<file path="src/rtl/parking_pkg.sv">
`default_nettype none
// ============================================================================
// Module  : parking_pkg
// Brief   : Shared detector state encoding and synchroniser depth.
// Revision: 1.0
// ============================================================================
package parking_pkg;

    localparam int SYNC_STAGES = 2;

    typedef enum logic [2:0] {
        IDLE  = 3'd0,
        EN1   = 3'd1,
        EN2   = 3'd2,
        EN3   = 3'd3,
        EX1   = 3'd4,
        EX2   = 3'd5,
        EX3   = 3'd6,
        FAULT = 3'd7
    } det_state_t;

endpackage
`default_nettype wire

</file>
<file path="src/rtl/sensor_debounce.sv">
`default_nettype none
// ============================================================================
// Module  : sensor_debounce
// Brief   : Synchroniser plus saturating debounce counter for one beam sensor.
// Revision: 1.0
// ============================================================================
module sensor_debounce
    import parking_pkg::*;
#(
    parameter int DEBOUNCE_CYCLES = 4
) (
    input  logic clk,
    input  logic rst_n,
    input  logic din,
    output logic dout
);

    localparam int              CNT_W   = $clog2(DEBOUNCE_CYCLES + 1);
    localparam logic [CNT_W-1:0] CNT_MAX = CNT_W'(DEBOUNCE_CYCLES);

    logic [SYNC_STAGES-1:0] sync_q, sync_d;
    logic [CNT_W-1:0]       cnt_q, cnt_d;
    logic                   dout_q, dout_d;
    logic                   w_synced;

    assign w_synced = sync_q[SYNC_STAGES-1];

    always_comb begin
        sync_d = {sync_q[SYNC_STAGES-2:0], din};
        cnt_d  = '0;
        dout_d = dout_q;
        // Count mismatching cycles; flip only once the count has already
        // reached the limit, so any shorter mismatch falls back to zero.
        if (w_synced != dout_q) begin
            if (cnt_q == CNT_MAX) begin
                dout_d = w_synced;
            end else begin
                cnt_d = cnt_q + CNT_W'(1);
            end
        end
    end

    always_ff @(posedge clk or negedge rst_n) begin
        if (!rst_n) begin
            sync_q <= '0;
            cnt_q  <= '0;
            dout_q <= 1'b0;
        end else begin
            sync_q <= sync_d;
            cnt_q  <= cnt_d;
            dout_q <= dout_d;
        end
    end

    assign dout = dout_q;

endmodule
`default_nettype wire

</file>
<file path="src/rtl/car_direction_detector.sv">
`default_nettype none
// ============================================================================
// Module  : car_direction_detector
// Brief   : Beam-sequence FSM turning debounced A/B sensors into inc/dec pulses.
// Revision: 1.0
// ============================================================================
module car_direction_detector
    import parking_pkg::*;
#(
    parameter int DEBOUNCE_CYCLES = 4
) (
    input  logic clk,
    input  logic rst_n,
    input  logic sensor_a,
    input  logic sensor_b,
    output logic inc,
    output logic dec,
    output logic seq_err,
    output logic busy
);

    logic       w_a, w_b;
    logic [1:0] w_ab;

    det_state_t state_q, state_d;
    logic       inc_q, inc_d;
    logic       dec_q, dec_d;
    logic       seq_err_q, seq_err_d;
    logic       busy_q;

    sensor_debounce #(.DEBOUNCE_CYCLES(DEBOUNCE_CYCLES)) u_deb_a (
        .clk  (clk),
        .rst_n(rst_n),
        .din  (sensor_a),
        .dout (w_a)
    );

    sensor_debounce #(.DEBOUNCE_CYCLES(DEBOUNCE_CYCLES)) u_deb_b (
        .clk  (clk),
        .rst_n(rst_n),
        .din  (sensor_b),
        .dout (w_b)
    );

    assign w_ab = {w_a, w_b};

    always_comb begin
        state_d   = state_q;
        inc_d     = 1'b0;
        dec_d     = 1'b0;
        seq_err_d = 1'b0;
        unique case (state_q)
            IDLE: begin
                if (w_ab == 2'b10)      state_d = EN1;
                else if (w_ab == 2'b01) state_d = EX1;
                else if (w_ab == 2'b11) begin state_d = FAULT; seq_err_d = 1'b1; end
            end
            EN1: begin
                if (w_ab == 2'b11)      state_d = EN2;
                else if (w_ab == 2'b00) state_d = IDLE;
                else if (w_ab == 2'b01) begin state_d = FAULT; seq_err_d = 1'b1; end
            end
            EN2: begin
                if (w_ab == 2'b01)      state_d = EN3;
                else if (w_ab == 2'b10) state_d = EN1;
                else if (w_ab == 2'b00) begin state_d = FAULT; seq_err_d = 1'b1; end
            end
            EN3: begin
                if (w_ab == 2'b00)      begin state_d = IDLE; inc_d = 1'b1; end
                else if (w_ab == 2'b11) state_d = EN2;
                else if (w_ab == 2'b10) begin state_d = FAULT; seq_err_d = 1'b1; end
            end
            EX1: begin
                if (w_ab == 2'b11)      state_d = EX2;
                else if (w_ab == 2'b00) state_d = IDLE;
                else if (w_ab == 2'b10) begin state_d = FAULT; seq_err_d = 1'b1; end
            end
            EX2: begin
                if (w_ab == 2'b10)      state_d = EX3;
                else if (w_ab == 2'b01) state_d = EX1;
                else if (w_ab == 2'b00) begin state_d = FAULT; seq_err_d = 1'b1; end
            end
            EX3: begin
                if (w_ab == 2'b00)      begin state_d = IDLE; dec_d = 1'b1; end
                else if (w_ab == 2'b11) state_d = EX2;
                else if (w_ab == 2'b01) begin state_d = FAULT; seq_err_d = 1'b1; end
            end
            FAULT: begin
                if (w_ab == 2'b00)      state_d = IDLE;
            end
            default: state_d = IDLE;
        endcase
    end

    // busy is registered from the next state so it always matches state_q.
    always_ff @(posedge clk or negedge rst_n) begin
        if (!rst_n) begin
            state_q   <= IDLE;
            inc_q     <= 1'b0;
            dec_q     <= 1'b0;
            seq_err_q <= 1'b0;
            busy_q    <= 1'b0;
        end else begin
            state_q   <= state_d;
            inc_q     <= inc_d;
            dec_q     <= dec_d;
            seq_err_q <= seq_err_d;
            busy_q    <= (state_d != IDLE);
        end
    end

    assign inc     = inc_q;
    assign dec     = dec_q;
    assign seq_err = seq_err_q;
    assign busy    = busy_q;

endmodule
`default_nettype wire

</file>
<file path="config.mk">
export PLATFORM = sky130hd
export DESIGN_NAME = car_direction_detector
export DESIGN_NICKNAME = d
export VERILOG_FILES = /design/src/rtl/parking_pkg.sv /design/src/rtl/sensor_debounce.sv /design/src/rtl/car_direction_detector.sv
export SDC_FILE = /design/constraint.sdc
export NUM_CORES = 1
export LEC_CHECK = 0
export BUFFER_PORTS_ARGS = -buffer_cell sky130_fd_sc_hd__buf_2
export CORE_MARGIN = 4
export CORE_UTILIZATION = 60
export CTS_CLUSTER_DIAMETER = 30
export DETAILED_ROUTE_END_ITERATION = 8
export GPL_ROUTABILITY_DRIVEN = 0
export GPL_TIMING_DRIVEN = 0
export PLACE_DENSITY_LB_ADDON = 0.12
export SLEW_MARGIN = 10
export SYNTH_ARGS = -nofsm -noshare
export SYNTH_HDL_FRONTEND = slang
export SYNTH_SLANG_ARGS = --single-unit
</file>
<file path="constraint.sdc">
create_clock -name clk -period 2.6 [get_ports clk]
set_clock_uncertainty 0.1 [all_clocks]
set_input_delay 0.26 -clock clk [delete_from_list [all_inputs] [get_ports clk]]
set_output_delay 0.26 -clock clk [all_outputs]
set_load 0.02 [all_outputs]
</file>
==> flow_summary.yaml, run 1 <==
timing:
  max_slew.worst_pin.slew_ns: 0.411
  setup_tns_ns: 0
  relSlewSlack: 0.726
  setup_viol: 0
  period_needed_ns: 1.40
  max_freq_mhz: 716
  hold_violations: 0
  fin_crit_sh: 0.537
  grt_setup_unrepaired: "no"
  drv_slew: 0
logic_synthesis:
  ys_seq_area_frac: 0.504
  synth_nets: 95
  syn_area_per_cell_um2: 10.8
  yosys.area.top_type: "dfrtp_1"
  netlist_area_um2: 943
  synth_cell_types: 29
  netlist_top_cells_area: "dfrtp_1, xnor2_1, ha_1, nor3b_1, nor2b_1"
  syn_inst: 87
  ys_warn_count: 0
  synth_top_area_share: 0.504
  yosys_register_bits: 19
route:
  routedWlPerCell_um: 13.4
  wl_met2_um: 816
  ant_nets: 0
  drt_iter0_drc: 12
  wl_um: 1560
  m1WireLength_um: 686
  drc: 0
  wl_met3_um: 51
  highest_layer: "met4"
  first_pass_iters: 4
  vias_per_cell: 5.54
  vias: 648
critical_path:
  crit_type: "reg2reg"
  worst_setup_path_end_kind: "flop"
  critical_path.max_stage_delay_ns: 0.47
  required_ns: 2.74
  worstPathArrival_ns: 1.53
  slowest_stage: "dfrtp_1"
  critPathLaunchType: "flop"
  crit_path_max_fanout: 10
  rr_worst_depth: 3
  crit_chain: "buf_2, o41ai_1, o22a_1"
placement:
  placedCellCount: 110
  dp_hpwl_um: 1130
  io_buffers: 7
die:
  start_util: 0.634
  die_w_um: 47.7
  die_area_um2: 2270
  pin_count: 8
  core_area_um2: 1490
  die_y_um: 47.7
  num_rows: 14
clock_network:
  cts_tree: "done"
  numCtsBuffers: 3
  clk_pin_slew_worst_paths_ns: 0.11
  ctsRootBufferMaster: "clkbuf_4"
  cts_resized: 0
  cts_buffer_depth: 2
  cts_hold_buf: 3
  clkLatencyLatePin_ns: 0.29
  cts_max_level: 1
  post_cts_buffers: 0
  cts_sinks: 19
grt:
  grt_overflow: 0
  grt_usage: 0.168
  antenna_found_initial: 0
  grt_max_degree: 20
  grt_pass1_wl_um: 2660
  grt_pass1_vias: 621
final_layout:
  final_common_cell: "dfrtp_1"
  layout_common_cells: "dfrtp_1, buf_2, inv_1"
  drive_above_1_share: 0.208
  fillCellCount: 115
  syn2layout_area_growth_pct: 11.9
  layout.cells.non_filler: 117
  multiInputGateArea_um2: 414
  ff_latch_area_um2: 475
  nets: 110
  insertedDiodeCount: 0
outcome:
  status: "complete, no violations"
hold_path:
  hp-class: "reg2reg"
  hold_depth: 0
flow_run:
  maxCapViolations: 0
pwr:
  leakage_nw: 0.489
  p_per_area_nw_per_um2: 1160
  peakVddDrop_v: 0.000719
Yosys cell counts:
cell,instances
nor3b_1,6
or3b_1,1
o21ai_1,1
mux2i_1,1
nand3b_1,1
o2111ai_1,1
and3_1,1
o41ai_1,1
ha_1,4
and2b_2,1
or2_2,1
o21ai_0,1
dfrtp_1,19
o22a_1,2
and4b_1,1
nor2_1,4
buf_4,1
o211ai_1,1
buf_2,4
a21oi_1,5
nand2b_1,2
and3b_2,1
nor2b_1,5
xnor2_1,6
o221ai_1,2
inv_1,7
nand2_1,4
o21bai_1,1
mux2_2,2
per-stage QoR:
step / area, um2 / hold WS, ns / worst slack (ns) / power, mW / util
global placement: 998 / 0.117 / 1.26 / 1.06 / 0.671
detailed placement: 998 / 0.117 / 1.23 / 1.08 / 0.671
CTS: 1060 / 0.269 / 1.21 / 1.23 / 0.709
finish: 1060 / 0.266 / 1.20 / 1.22 / 0.709
floorplan: 943 / -0.136 / 1.36 / 0.949 / -
global route: 1060 / 0.271 / 1.09 / 1.34 / 0.709
path summary, 6_finish.rpt:
path,start,end,slack [ns]
setup / recovery,state_q[0]$_DFF_PN0_,seq_err$_DFF_PN0_,1.20
hold / removal,u_deb_b.sync_q[0]$_DFF_PN0_,u_deb_b.sync_q[1]$_DFF_PN0_,0.27
setup reg to reg,state_q[0]$_DFF_PN0_,seq_err$_DFF_PN0_,1.20
hold reg to reg,u_deb_b.sync_q[0]$_DFF_PN0_,u_deb_b.sync_q[1]$_DFF_PN0_,0.27
max in group asynchronous,rst_n,u_deb_a.cnt_q[2]$_DFF_PN0_,1.80
min in group asynchronous,rst_n,state_q[0]$_DFF_PN0_,0.32
registers in the layout, summed over array words and instances, names as in the netlist:
name,count
busy,1
dec,1
inc,1
seq_err,1
state_q,3
u_deb_a.cnt_q,3
u_deb_a.dout,1
u_deb_a.sync_q,2
u_deb_b.cnt_q,3
u_deb_b.dout,1
u_deb_b.sync_q,2
power breakdown:
| part | total (mW) | internal [mW] | switching (mW) |
|---|---|---|---|
| Combinational | 0.605 | 0.293 | 0.312 |
| Clock | 0.147 | 0.0571 | 0.0896 |
| Sequential | 0.472 | 0.393 | 0.0793 |
| Total | 1.22 | 0.743 | 0.481 |
worst max-delay path: cells and delay by family (launching register included):
kind                   cells  cell delay [ns]
AOI/OAI and AO/OA          2             0.56
DFF                        1             0.47
buffers and inverters      1             0.21
metal layers:
layer  track usage  vias up
met5             0        -
met4        0.0591        0
met3        0.0226        2
met2         0.286        8
met1         0.221      311
li1              -      327
cells by family (layout without fill, tap and decap cells):
logic type / after synthesis / in the layout / synth area share
compound gates: 15 / 15 / 0.109
mux: 3 / 3 / 0.0345
simple gates: 28 / 28 / 0.187
fa+ha+maj: 4 / 4 / 0.0531
xor+xnor: 6 / 6 / 0.0557
flops: 19 / 19 / 0.504
buf+inv: 12 / 26 / 0.0570
area by class of cell:
| type | instances | area share |
|---|---|---|
| repair buffers | 10 | 0.0616 |
| flip-flops and latches | 19 | 0.450 |
| clock buffers | 3 | 0.0213 |
| multi-input cells | 56 | 0.392 |
| clock inverters | 1 | 0.00474 |
| plain buffers | 5 | 0.0261 |
| well taps | 16 | 0.0190 |
| inverters | 7 | 0.0249 |
Power figures use the tool's default switching activity.
==> run 2, diff against run 1 <==
--- a/config.mk
+++ b/config.mk
@@ -7,7 +7,7 @@
 export LEC_CHECK = 0
 export BUFFER_PORTS_ARGS = -buffer_cell sky130_fd_sc_hd__buf_2
 export CORE_MARGIN = 4
-export CORE_UTILIZATION = 60
+export CORE_UTILIZATION = 56
 export CTS_CLUSTER_DIAMETER = 30
 export DETAILED_ROUTE_END_ITERATION = 8
 export GPL_ROUTABILITY_DRIVEN = 0
==> constraint.sdc (replaced) <==
create_clock -name clk -period 1.47 [get_ports clk]
set_clock_uncertainty 0.1 [all_clocks]
set_input_delay 0.147 -clock clk [delete_from_list [all_inputs] [get_ports clk]]
set_output_delay 0.147 -clock clk [all_outputs]
set_load 0.02 [all_outputs]
==> run 2 against run 1 <==
Compared with the run above: fmax is 2.0% higher; critical path depth is 1 higher; total power is 80% higher; critical endpoint is now state_q[0]$_DFF_PN0_; largest cell class unchanged; highest routed layer unchanged.
==> flow_summary.yaml, run 2 (synthesis results as in run 1) <==
final_layout:
  final_common_cell: "dfrtp_1"
  layout.cells.non_filler: 117
  stdcell_area_um2: 1070
  insertedDiodeCount: 0
  layout_common_cells: "dfrtp_1, buf_2, inv_1"
  nets: 110
  drive_above_1_share: 0.218
  postLayoutCoreUtil: 0.692
  top_regs: "state_q: 3 flops, u_deb_a.cnt_q: 3 flops, u_deb_b.cnt_q: 3 flops"
  syn2layout_area_growth_pct: 13.0
die:
  core_area_um2: 1540
  die_area_um2: 2410
  die_w_um: 49.0
  die_y_um: 49.0
  start_util: 0.612
  num_rows: 14
  pin_count: 8
grt:
  grt_pass1_vias: 616
  grt_usage: 0.145
  grt_max_degree: 20
  grt_overflow: 0
  grt_pass1_wl_um: 2710
  antenna_found_initial: 0
timing:
  max_slew.worst_pin.slew_ns: 0.408
  grt_setup_unrepaired: "no"
  drv_slew: 0
  fin_crit_sh: 0.932
  max_freq_mhz: 730
  setup_viol: 0
  relSlewSlack: 0.728
  worst_slack_ns: 0.100
  setup_tns_ns: 0
  period_needed_ns: 1.37
  hold_violations: 0
  hold_slack_ns: 0.189
pwr:
  finalPower_mw: 2.21
  peakVddDrop_v: 0.00125
  leakage_nw: 0.488
  p_per_area_nw_per_um2: 2070
placement:
  dp_hpwl_um: 1100
  pre_cts_ws_ns: 0.125
  placedCellCount: 110
  io_buffers: 7
  place_area_um2: 998
clock_network:
  clkLatencyLatePin_ns: 0.30
  clk_pin_slew_worst_paths_ns: 0.11
  numCtsBuffers: 3
  cts_max_level: 1
  ctsRootBufferMaster: "clkbuf_4"
  cts_buffer_depth: 2
  cts_tree: "done"
  cts_sinks: 19
critical_path:
  rr_worst_depth: 4
  cp-endpoint: "state_q[0]$_DFF_PN0_"
  crit_start: "u_deb_a.dout$_DFFE_PN0P_"
  reg2reg_from: "u_deb_a.dout$_DFFE_PN0P_"
  worst_setup_path_end_kind: "flop"
  crit_path_max_fanout: 10
  critPathLaunchType: "flop"
  crit_type: "reg2reg"
  required_ns: 1.56
  worstPathArrival_ns: 1.46
  r2r_slack_ns: 0.10
  reg2reg_to: "state_q[0]$_DFF_PN0_"
route:
  first_pass_iters: 4
  drt_iter0_drc: 3
  vias_per_cell: 5.71
  vias: 668
  wl_um: 1560
  drc: 0
  routedWlPerCell_um: 13.3
  ant_nets: 0
flow_run:
  maxCapViolations: 0
hold_path:
  hp-class: "in2async"
outcome:
  status: "complete, no violations"
run 2: changes by cell type in the layout (fill, tap and decap cells not counted), sizes merged:
| cell | before | now |
|---|---|---|
| clkinv | 1 | 0 |
| clkinvlp | 0 | 1 |
run 2: timing repair:
action | 4_1_cts | 5_1_grt
gates resized for setup | 0 | 1
hold endpoints to repair | 21 | 0
hold buffers | 3 | 0
setup endpoints to repair | 0 | 1
setup buffers | 0 | 0
run 2: power by group:
part	switching, mW	internal [mW]
clock network	0.173	0.104
logic	0.566	0.525
registers	0.143	0.695
total	0.882	1.32
run 2: metal layers:
metal,routed length (um),GRT usage,vias to the layer above
li1,-,-,325
met1,722,0.194,321
met2,724,0.213,16
met3,63,0.0306,6
met4,48,0.0852,0
met5,0,0,-
run 2: worst min path at each step:
| stage | start | end | slack [ns] |
|---|---|---|---|
| 3_3_place_gp | rst_n | u_deb_a.cnt_q[1]$_DFF_PN0_ | -0.0007 |
| 6_report | rst_n | u_deb_a.cnt_q[1]$_DFF_PN0_ | 0.19 |
| 2_1_floorplan | rst_n | busy$_DFF_PN0_ | -0.25 |
| 5_1_grt | rst_n | u_deb_a.cnt_q[1]$_DFF_PN0_ | 0.22 |
| 3_5_place_dp | rst_n | u_deb_a.cnt_q[1]$_DFF_PN0_ | -0.001 |
| 4_1_cts | rst_n | u_deb_a.cnt_q[1]$_DFF_PN0_ | 0.19 |
run 2: layout make-up:
cell class / count / area (um2)
buffer: 5 / 27.5
clock buffer: 3 / 22.5
clock inverter: 1 / 7.51
fill: 113 / 475
inverter: 7 / 26.3
multi-input combinational: 56 / 422
sequential: 19 / 475
tap: 16 / 20.0
timing repair buffer: 10 / 65.1
run 2: critical path, cell delays in order (launching register included):
cell	delay (ns)
dfrtp_1	0.46
buf_2	0.21
and3b_2	0.22
o21ai_0	0.15
o2111ai_1	0.11
==> run 3, diff against run 2 <==
--- a/config.mk
+++ b/config.mk
@@ -5,9 +5,10 @@
 export SDC_FILE = /design/constraint.sdc
 export NUM_CORES = 1
 export LEC_CHECK = 0
+export ABC_AREA = 1
 export BUFFER_PORTS_ARGS = -buffer_cell sky130_fd_sc_hd__buf_2
 export CORE_MARGIN = 4
-export CORE_UTILIZATION = 56
+export CORE_UTILIZATION = 58
 export CTS_CLUSTER_DIAMETER = 30
 export DETAILED_ROUTE_END_ITERATION = 8
 export GPL_ROUTABILITY_DRIVEN = 0
==> run 3 against run 2 <==
Compared with the run above: critical path depth increased by 3; non-clock buffer count increased by 2; synthesized area increased by 17%; register-to-register slack got worse by 0.11 ns; die area increased by 10%; the flow now finishes with violations (negative setup slack); setup slack got worse by 0.11 ns; count of clock-buffer cells in the layout unchanged; via count increased by 34%; sequential share of layout area decreased by 7.9 points; combinational power increased by 66%; total power increased by 30%; clock power about the same.
==> flow_summary.yaml, run 3 <==
outcome:
  status: "finished, violations left"
  violations: "negative setup slack"
critical_path:
  crit_type: "reg2reg"
  reg2reg_from: "u_deb_a.dout$_DFFE_PN0P_"
  worst_setup_path_end_kind: "flop"
  crit_start: "u_deb_a.dout$_DFFE_PN0P_"
  crit_path_max_fanout: 9
  critPathLaunchType: "flop"
  reg2reg_to: "busy$_DFF_PN0_"
  worstPathArrival_ns: 1.58
  required_ns: 1.57
  r2r_slack_ns: -0.009
  rr_worst_depth: 7
die:
  die_area_um2: 2660
  start_util: 0.623
  num_rows: 15
  die_y_um: 51.5
  core_area_um2: 1760
  pin_count: 8
  die_w_um: 51.5
logic_synthesis:
  syn_inst: 133
  netlist_top_cells_area: "dfrtp_1, nand2_1, nor2_1, inv_1, ha_1"
  ys_warn_count: 0
  yosys_register_bits: 19
  syn_area_per_cell_um2: 8.27
  synth_edf_count: 0
  async_flop_share: 1.00
  yosys.area.top_type: "dfrtp_1"
  synth_most_common_cell: "nand2_1"
  synth_cell_types: 25
  synth_top_area_share: 0.432
  netlist_area_um2: 1100
  ys_seq_area_frac: 0.432
  synth_nets: 141
  synthFlopType: "dfrtp_1"
  synth.cells.most_frequent: "nand2_1, dfrtp_1, nor2_1"
grt:
  grt_max_degree: 20
  grt_pass1_vias: 911
  grt_overflow: 0
  grt_pass1_wl_um: 3760
  grt_usage: 0.193
  antenna_found_initial: 0
route:
  vias: 896
  drt_iter0_drc: 27
  drc: 0
  first_pass_iters: 5
  ant_nets: 0
  wl_um: 2130
  routedWlPerCell_um: 12.3
  vias_per_cell: 5.15
pwr:
  p_per_area_nw_per_um2: 2200
  finalPower_mw: 2.86
  leakage_nw: 0.667
  peakVddDrop_v: 0.00122
timing:
  hold_slack_ns: 0.188
  drv_slew: 0
  grt_setup_unrepaired: "yes"
  period_needed_ns: 1.48
  hold_violations: 0
  relSlewSlack: 0.723
  setup_tns_ns: -0.00868
  fin_crit_sh: 1.01
  max_slew.worst_pin.slew_ns: 0.416
  max_freq_mhz: 676
  worst_slack_ns: -0.00868
  setup_viol: 1
hold_path:
  hp-class: "in2async"
clock_network:
  ctsRootBufferMaster: "clkbuf_4"
  clkLatencyLatePin_ns: 0.31
  cts_max_level: 1
  numCtsBuffers: 3
  cts_buffer_depth: 2
  cts_sinks: 19
  clk_pin_slew_worst_paths_ns: 0.12
  cts_tree: "done"
final_layout:
  drive_above_1_share: 0.329
  final_common_cell: "nand2_1"
  fillCellCount: 142
  nets: 158
  top_regs: "state_q: 3 flops, u_deb_a.cnt_q: 3 flops, u_deb_b.cnt_q: 3 flops"
  insertedDiodeCount: 0
  syn2layout_area_growth_pct: 17.9
  stdcell_area_um2: 1300
  layout_common_cells: "nand2_1, dfrtp_1, nor2_1"
placement:
  dp_hpwl_um: 1490
  place_area_um2: 1170
  io_buffers: 7
flow_run:
  maxCapViolations: 0
## run 3: cell count changes in the layout (fill, tap and decap cells not counted), sizes merged, moves of 3 or more
cell / change
xnor2: -3
nor2: +20
nand2: +28
nor3b: -6
nand3: +10
nor2b: -5
inv: +14
nor3: +4
## run 3: area by class of cell
class | instances | area [um2] | share of cell area
clock buffers | 3 | 22.5 | 0.0174
inverters | 21 | 91.3 | 0.0705
flip-flops and latches | 19 | 475 | 0.367
repair buffers | 12 | 80.1 | 0.0618
multi-input cells | 88 | 536 | 0.413
plain buffers | 5 | 52.6 | 0.0405
well taps | 25 | 31.3 | 0.0241
clock inverters | 1 | 7.51 | 0.00579
## run 3: stage by stage
step	cells	util	setup slack, ns
after floorplan	133	-	0.179
after global placement	165	0.661	0.0653
after detailed placement	165	0.661	0.0588
after CTS	172	0.695	0.0341
after global routing	174	0.735	-0.0803
final	174	0.735	-0.00868
## run 3: cells by family after synthesis
family                     count (synthesis)  synth area share
AOI/OAI and AO/OA                         10            0.0535
xor gates and xnor gates                   3            0.0239
adders and majority gates                  4            0.0455
buffers and inverters                     26             0.123
DFF                                       19             0.432
and+or+nand+nor                           71             0.322
## run 3: worst max-delay path, cell delays in order (launching register included)
cell and delay [ns]:
dfrtp_1 0.39, buf_6 0.16, nor2_8 0.14, inv_4 0.05, a21boi_1 0.18, nand3_2 0.14
nor2_4 0.14, nand3_1 0.07
## run 3: repair_timing
action                                  CTS  global route
endpoints found under the hold margin    21             0
hold buffers                              3             0
resized for setup                         0            16
endpoints found under the setup margin    0             3
buffers inserted                          0             2
## run 3: per-layer routing
layer	vias up	track usage	share of wire
met1	415	0.224	0.42
met4	0	0.0917	0.023
li1	442	-	-
met5	-	0	0
met2	31	0.335	0.50
met3	8	0.0430	0.055
## run 3: worst max path at each step
stage / to / cells past startpoint
2_1_floorplan: busy$_DFF_PN0_ / 9
3_5_place_dp: busy$_DFF_PN0_ / 7
4_1_cts: busy$_DFF_PN0_ / 9
5_1_grt: busy$_DFF_PN0_ / 7
3_3_place_gp: busy$_DFF_PN0_ / 7
6_report: busy$_DFF_PN0_ / 7
## run 3: report_power, final
| group | internal, mW | total, mW | leakage (nW) | switching (mW) |
|---|---|---|---|---|
| Clock | 0.104 | 0.279 | 0.0139 | 0.175 |
| Combinational | 0.677 | 1.81 | 0.416 | 1.13 |
| Sequential | 0.692 | 0.770 | 0.237 | 0.0780 |
